## src/rtl/enigma_step_ctrl.sv

```systemverilog
// enigma_step_ctrl: sequencing controller in front of the Enigma rotor
// substitution datapath. Accepts one character at a time, advances the three
// rotor positions with odometer stepping (including the middle-rotor
// double-step), runs one start/done transaction on the datapath and holds the
// substituted result until the consumer takes it.
//
// Ports:
//   clk, rst                    clock, synchronous active-high reset
//   cfg_load, cfg_pos0..2       load rotor start positions (IDLE only)
//   in_valid, in_ready, in_char input character handshake (0..25 = A..Z)
//   dp_start, dp_char, dp_pos*  datapath request (start pulse, char, positions)
//   dp_done, dp_result          datapath response
//   out_valid, out_ready        result handshake
//   out_char, out_err           result character, invalid-code passthrough flag
//   busy                        controller not in IDLE
//   char_count                  completed valid characters (wraps)
module enigma_step_ctrl #(
  parameter int unsigned NOTCH0 = 21,
  parameter int unsigned NOTCH1 = 4,
  parameter int unsigned CNT_W  = 16
) (
  input  logic             clk,
  input  logic             rst,
  input  logic             cfg_load,
  input  logic [4:0]       cfg_pos0,
  input  logic [4:0]       cfg_pos1,
  input  logic [4:0]       cfg_pos2,
  input  logic             in_valid,
  output logic             in_ready,
  input  logic [4:0]       in_char,
  output logic             dp_start,
  output logic [4:0]       dp_char,
  output logic [4:0]       dp_pos0,
  output logic [4:0]       dp_pos1,
  output logic [4:0]       dp_pos2,
  input  logic             dp_done,
  input  logic [4:0]       dp_result,
  output logic             out_valid,
  input  logic             out_ready,
  output logic [4:0]       out_char,
  output logic             out_err,
  output logic             busy,
  output logic [CNT_W-1:0] char_count
);

  localparam int unsigned PW = 5;
  localparam logic [PW-1:0] LAST = PW'(25);

  typedef enum logic [2:0] {IDLE, STEP, ISSUE, WAIT, HOLD} state_t;

  state_t        state;
  logic [PW-1:0] pos0, pos1, pos2;
  logic [PW-1:0] char_q;
  logic          step1, step2;
  logic [PW-1:0] nxt0, nxt1, nxt2;

  // Increment modulo 26.
  function automatic logic [PW-1:0] inc26(input logic [PW-1:0] p);
    return (p >= LAST) ? '0 : p + PW'(1);
  endfunction

  // Out-of-range start positions load as 0.
  function automatic logic [PW-1:0] clamp_pos(input logic [PW-1:0] p);
    return (p > LAST) ? '0 : p;
  endfunction

  // Stepping decision from pre-step positions; pos1 notch drives the double-step.
  assign step1 = (pos0 == PW'(NOTCH0)) || (pos1 == PW'(NOTCH1));
  assign step2 = (pos1 == PW'(NOTCH1));
  assign nxt0  = inc26(pos0);
  assign nxt1  = step1 ? inc26(pos1) : pos1;
  assign nxt2  = step2 ? inc26(pos2) : pos2;

  // Held low during reset so acceptance starts the cycle after rst drops.
  assign in_ready = (state == IDLE) && !cfg_load && !rst;
  assign busy     = (state != IDLE);

  // Controller state, rotor positions and registered outputs.
  always_ff @(posedge clk) begin
    if (rst) begin
      state      <= IDLE;
      pos0       <= '0;
      pos1       <= '0;
      pos2       <= '0;
      char_q     <= '0;
      dp_start   <= 1'b0;
      dp_char    <= '0;
      dp_pos0    <= '0;
      dp_pos1    <= '0;
      dp_pos2    <= '0;
      out_valid  <= 1'b0;
      out_char   <= '0;
      out_err    <= 1'b0;
      char_count <= '0;
    end else begin
      dp_start <= 1'b0;
      case (state)
        IDLE: begin
          if (cfg_load) begin
            pos0 <= clamp_pos(cfg_pos0);
            pos1 <= clamp_pos(cfg_pos1);
            pos2 <= clamp_pos(cfg_pos2);
          end else if (in_valid) begin
            if (in_char <= LAST) begin
              char_q <= in_char;
              state  <= STEP;
            end else begin
              // Invalid code bypasses rotors and datapath entirely.
              out_char  <= in_char;
              out_err   <= 1'b1;
              out_valid <= 1'b1;
              state     <= HOLD;
            end
          end
        end
        STEP: begin
          pos0     <= nxt0;
          pos1     <= nxt1;
          pos2     <= nxt2;
          dp_char  <= char_q;
          dp_pos0  <= nxt0;
          dp_pos1  <= nxt1;
          dp_pos2  <= nxt2;
          dp_start <= 1'b1;
          state    <= ISSUE;
        end
        ISSUE: state <= WAIT;
        WAIT: begin
          if (dp_done) begin
            out_char  <= dp_result;
            out_err   <= 1'b0;
            out_valid <= 1'b1;
            state     <= HOLD;
          end
        end
        HOLD: begin
          if (out_ready) begin
            out_valid <= 1'b0;
            if (!out_err) char_count <= char_count + CNT_W'(1);
            state <= IDLE;
          end
        end
        default: state <= IDLE;
      endcase
    end
  end

endmodule
```

## config.mk

```make
export PLATFORM = sky130hd
export DESIGN_NAME = enigma_step_ctrl
export DESIGN_NICKNAME = d
export VERILOG_FILES = /design/src/rtl/enigma_step_ctrl.sv
export SDC_FILE = /design/constraint.sdc
export NUM_CORES = 1
export LEC_CHECK = 0
export CAP_MARGIN = 20
export CORE_MARGIN = 3
export CORE_UTILIZATION = 50
export DETAILED_ROUTE_END_ITERATION = 10
export MAX_ROUTING_LAYER = met4
export PLACE_DENSITY_LB_ADDON = 0.08
export SETUP_SLACK_MARGIN = 0.1
export SLEW_MARGIN = 20
export SYNTH_ARGS = -nofsm -noshare
export SYNTH_HDL_FRONTEND = slang
export SYNTH_SLANG_ARGS = --single-unit
```

## constraint.sdc

```tcl
create_clock -name clk -period 2.6 [get_ports clk]
set_input_delay 0.39 -clock clk [delete_from_list [all_inputs] [get_ports clk]]
set_output_delay 0.39 -clock clk [all_outputs]
set_load 0.02 [all_outputs]
```

==> metrics.md <==
| Metric | Value |
|---|---|
| Antenna violations before repair | `0` |
| Synth-to-Final Area Change | `30.3%` |
| P per Cell Area | `736 nW/um^2` |
| Count of placed standard cells in the final layout, fillers left out | `roughly 540` |
| Detailed-route via count | `about 3,200` |
| CTS tree | `yes` |
| Core Rows | `28` |
| Max VDD drop | `about 560 uV` |
| Rel. slew slack | `between 50% and 60%` |
| H-tree depth reported by CTS | `3` |
| Drt via density | `5.93` |
| Max Clock Skew | `between 0.005 and 0.006 ns` |
| Number of clock sinks | `67` |
| Count of flip-flops with a built-in enable after synthesis | `0` |
| Hold_buf cts | `0` |
| Proportion of register bits with asynchronous set or reset after synthesis | `0%` |
| CP max-delay cell | `clkdlybuf4s50_1` |
| Highest cell delay on the worst timing path | `about 0.57 ns` |
| Number of max-slew violations in the final report | `0` |
| Count of final hold-check violations | `0` |
| Clock network latency to the later pin of the worst-skew pair | `0.34 ns` |
| Crit path launch type | `register` |
| Initial DRT Pass Iterations | `4` |
| Input/output buffers | `76` |
| Clock-pin transition on the worst setup and hold timing paths | `~0.070 ns` |
| Initial drt markers | `179` |
| Syn. warnings | `0` |
| Commonest cells after routing, fill and taps aside | `clkdlybuf4s50_1, dfxtp_1, nand2_1, nor2_1, a21oi_1` |
| Final setup margin | `between 0.3 and 0.4 ns` |
| Classification of the worst-slack hold path | `register to register` |
| Most frequently used flop master after synthesis | `dfxtp_1` |
| Critical Path Sink Type | `output port` |
| Maxcap violations | `0` |
| Total die area | `7610 um^2` |
| Worst Path Max Fanout | `13` |
| Most common cell after layout, fill and taps aside | `clkdlybuf4s50_1` |
| Cells after Synth | `between 300 and 400` |
| Detailed-route DRC error count | `0` |
| Clock tree buffer depth | `2` |
| Layout cells sized above 1 | `5.83%` |
| Height of the die | `slightly below 90 um` |
| Arrival time of data at the critical path endpoint | `around 1.8 ns` |
| Cells traversed along the worst timing path | `or3_1, clkdlybuf4s50_1` |
| CP top delay family | `buffers and inverters` |
| Worst Max-Slew Pin Slew | `about 0.6 ns` |
| Synthesized cell area | `approximately 3300 um^2` |
| Number of global-route vias before repair | `between 2,000 and 3,000` |
| Final count of negative-setup-slack endpoints | `0` |
| Outcome | `finished clean` |
| Number of antenna cells inserted | `0` |
| Finished Cell Area | `between 4000 and 5000 um^2` |
| Leak Pwr | `about 1.6 nW` |
| Core area | `between 6000 and 7000 um^2` |
| Wire length of the first global-routing pass | `~14,000 um` |
| Register bit total from synthesis | `67` |
| Antenna viol nets, final | `0` |
| Summed negative setup slack over all endpoints | `0 ns` |
| Syn_nets | `430` |
| Fraction of the yosys area taken by sequential cells | `between 40% and 50%` |
| Fillcell total | `~490` |
| Number of distinct standard cells referenced by the synthesized netlist | `53` |
| WL final | `slightly above 8000 um` |
| Pin count of the biggest net entering global routing | `34` |
| Width of the die | `87.2 um` |
| Overall track demand over capacity in global routing | `23.1%` |
| CP Class | `register to output port` |
| Shortest clock period the worst path allows after layout | `around 2.2 ns` |
| Achievable Freq | `approximately 0.45 GHz` |
| GRT overflow | `0` |
| Unrepaired setup endpoints after global routing | `no` |
| Number of buffers inserted during clock tree synthesis | `9` |
| Crit path required time | `about 2.2 ns` |
| Placement-stage worst setup slack | `between 0.2 and 0.3 ns` |
| Total buffers and inverters traversed by the critical path | `1` |
| RePlAce Congestion | `between 0.8 and 0.9` |
| Nets@finish | `about 500` |
| Hpwl dp | `between 5000 and 6000 um` |
| Top-level I/O count | `a little under 80` |
| Mean instance size in the synthesized netlist | `~8.4 um^2` |
| Dpl cell area | `between 4000 and 5000 um^2` |
| Average wire per standard cell | `approximately 15 um` |
| Final Util | `between 60% and 70%` |
| Crit share post-route | `84.7%` |
| Starting Density | `a little over half` |
| Clock tree root driver cell | `clkbuf_8` |
| Placed insts | `around 520` |
## report_power, final
part           leakage, nW  internal, mW  switching, mW  total, mW
registers            0.545          1.16          0.162       1.32
clock network       0.0950         0.456          0.371      0.826
logic                0.947         0.455          0.560       1.02
## synthesized netlist by cell type (all sizes together), types with 5 or more instances
| cell type | instances | area share [%] |
|---|---|---|
| or4 | 10 | 2.3 |
| nor2 | 32 | 3.6 |
| a211oi | 12 | 2.7 |
| nand2b | 5 | 0.95 |
| dfxtp | 67 | 41 |
| nand3 | 14 | 2.1 |
| clkbuf | 20 | 2.3 |
| o31ai | 8 | 1.8 |
| or3 | 6 | 1.1 |
| nand4 | 6 | 1.1 |
| xnor2 | 6 | 1.6 |
| o21ai | 14 | 2.1 |
| inv | 15 | 1.7 |
| ha | 8 | 3.0 |
| mux2i | 12 | 3.6 |
| a21oi | 31 | 4.7 |
| nor4 | 5 | 0.95 |
| nor3 | 5 | 0.76 |
| nand2 | 37 | 4.2 |
| a311oi | 7 | 1.9 |
| buf | 9 | 1.2 |
| a31oi | 9 | 1.7 |
## registers in the layout, summed over array words and instances (netlist names)
name        cells
pos0            5
dp_pos1         5
dp_pos2         5
dp_char         5
state           3
dp_start        1
out_char        5
out_err         1
char_q          5
out_valid       1
pos1            5
char_count     16
dp_pos0         5
pos2            5
## what timing repair did
item,CTS,global route
gates resized for setup,0,1
setup buffers,0,0
endpoints found under the setup margin,0,1
## layer usage
layer	part of all wire, %	wire length [um]	track usage [%]	vias to the layer above
li1	-	-	-	1583
met1	45	3750	29.9	1480
met2	47	3840	34.9	113
met3	5.8	483	3.60	16
met4	2.2	182	11.7	0
met5	0	0	-	-
## stage by stage
step,power [mW],hold slack [ns]
after floorplan,1.96,0.432
after global placement,2.32,0.442
after detailed placement,2.34,0.446
after CTS,3.16,0.455
after global routing,3.35,0.469
final,3.16,0.453
## path summary, 6_finish.rpt
check             startpoint         end  slack [ns]  depth (start not counted)
setup / recovery    state[0]        busy        0.40                          2
hold / removal    dp_pos0[0]  dp_pos0[0]        0.45                          2
setup reg to reg     pos0[1]     pos0[1]        0.44                          6
hold reg to reg   dp_pos0[0]  dp_pos0[0]        0.45                          2
## area by class of cell
class	instances	area, um^2	share of cell area (%)
Inverter	15	56.3	1.31
Clock inverter	3	40.0	0.931
Tap cell	75	93.8	2.18
Timing Repair Buffer	87	841	19.6
Multi-Input combinational cell	280	1790	41.5
Clock buffer	11	141	3.29
Sequential cell	67	1340	31.2
## logic make-up after synthesis
kind of cell / Yosys count / synth area share (%)
AOI/OAI and AO/OA: 107 / 21.8
muxes: 14 / 4.32
DFF: 67 / 40.7
and+or+nand+nor: 142 / 22.6
xor gates and xnor gates: 9 / 2.39
adders and majority gates: 8 / 3.04
buffers and inverters: 44 / 5.20
## worst register-to-register path: stages, from the launching register on
cell and delay, ns:
dfxtp_1 0.40, inv_1 0.06, ha_1 0.20, or4_1 0.45, a31oi_1 0.48, nand2b_1 0.17, a311oi_1 0.30
(Power assumes the default switching activity.)
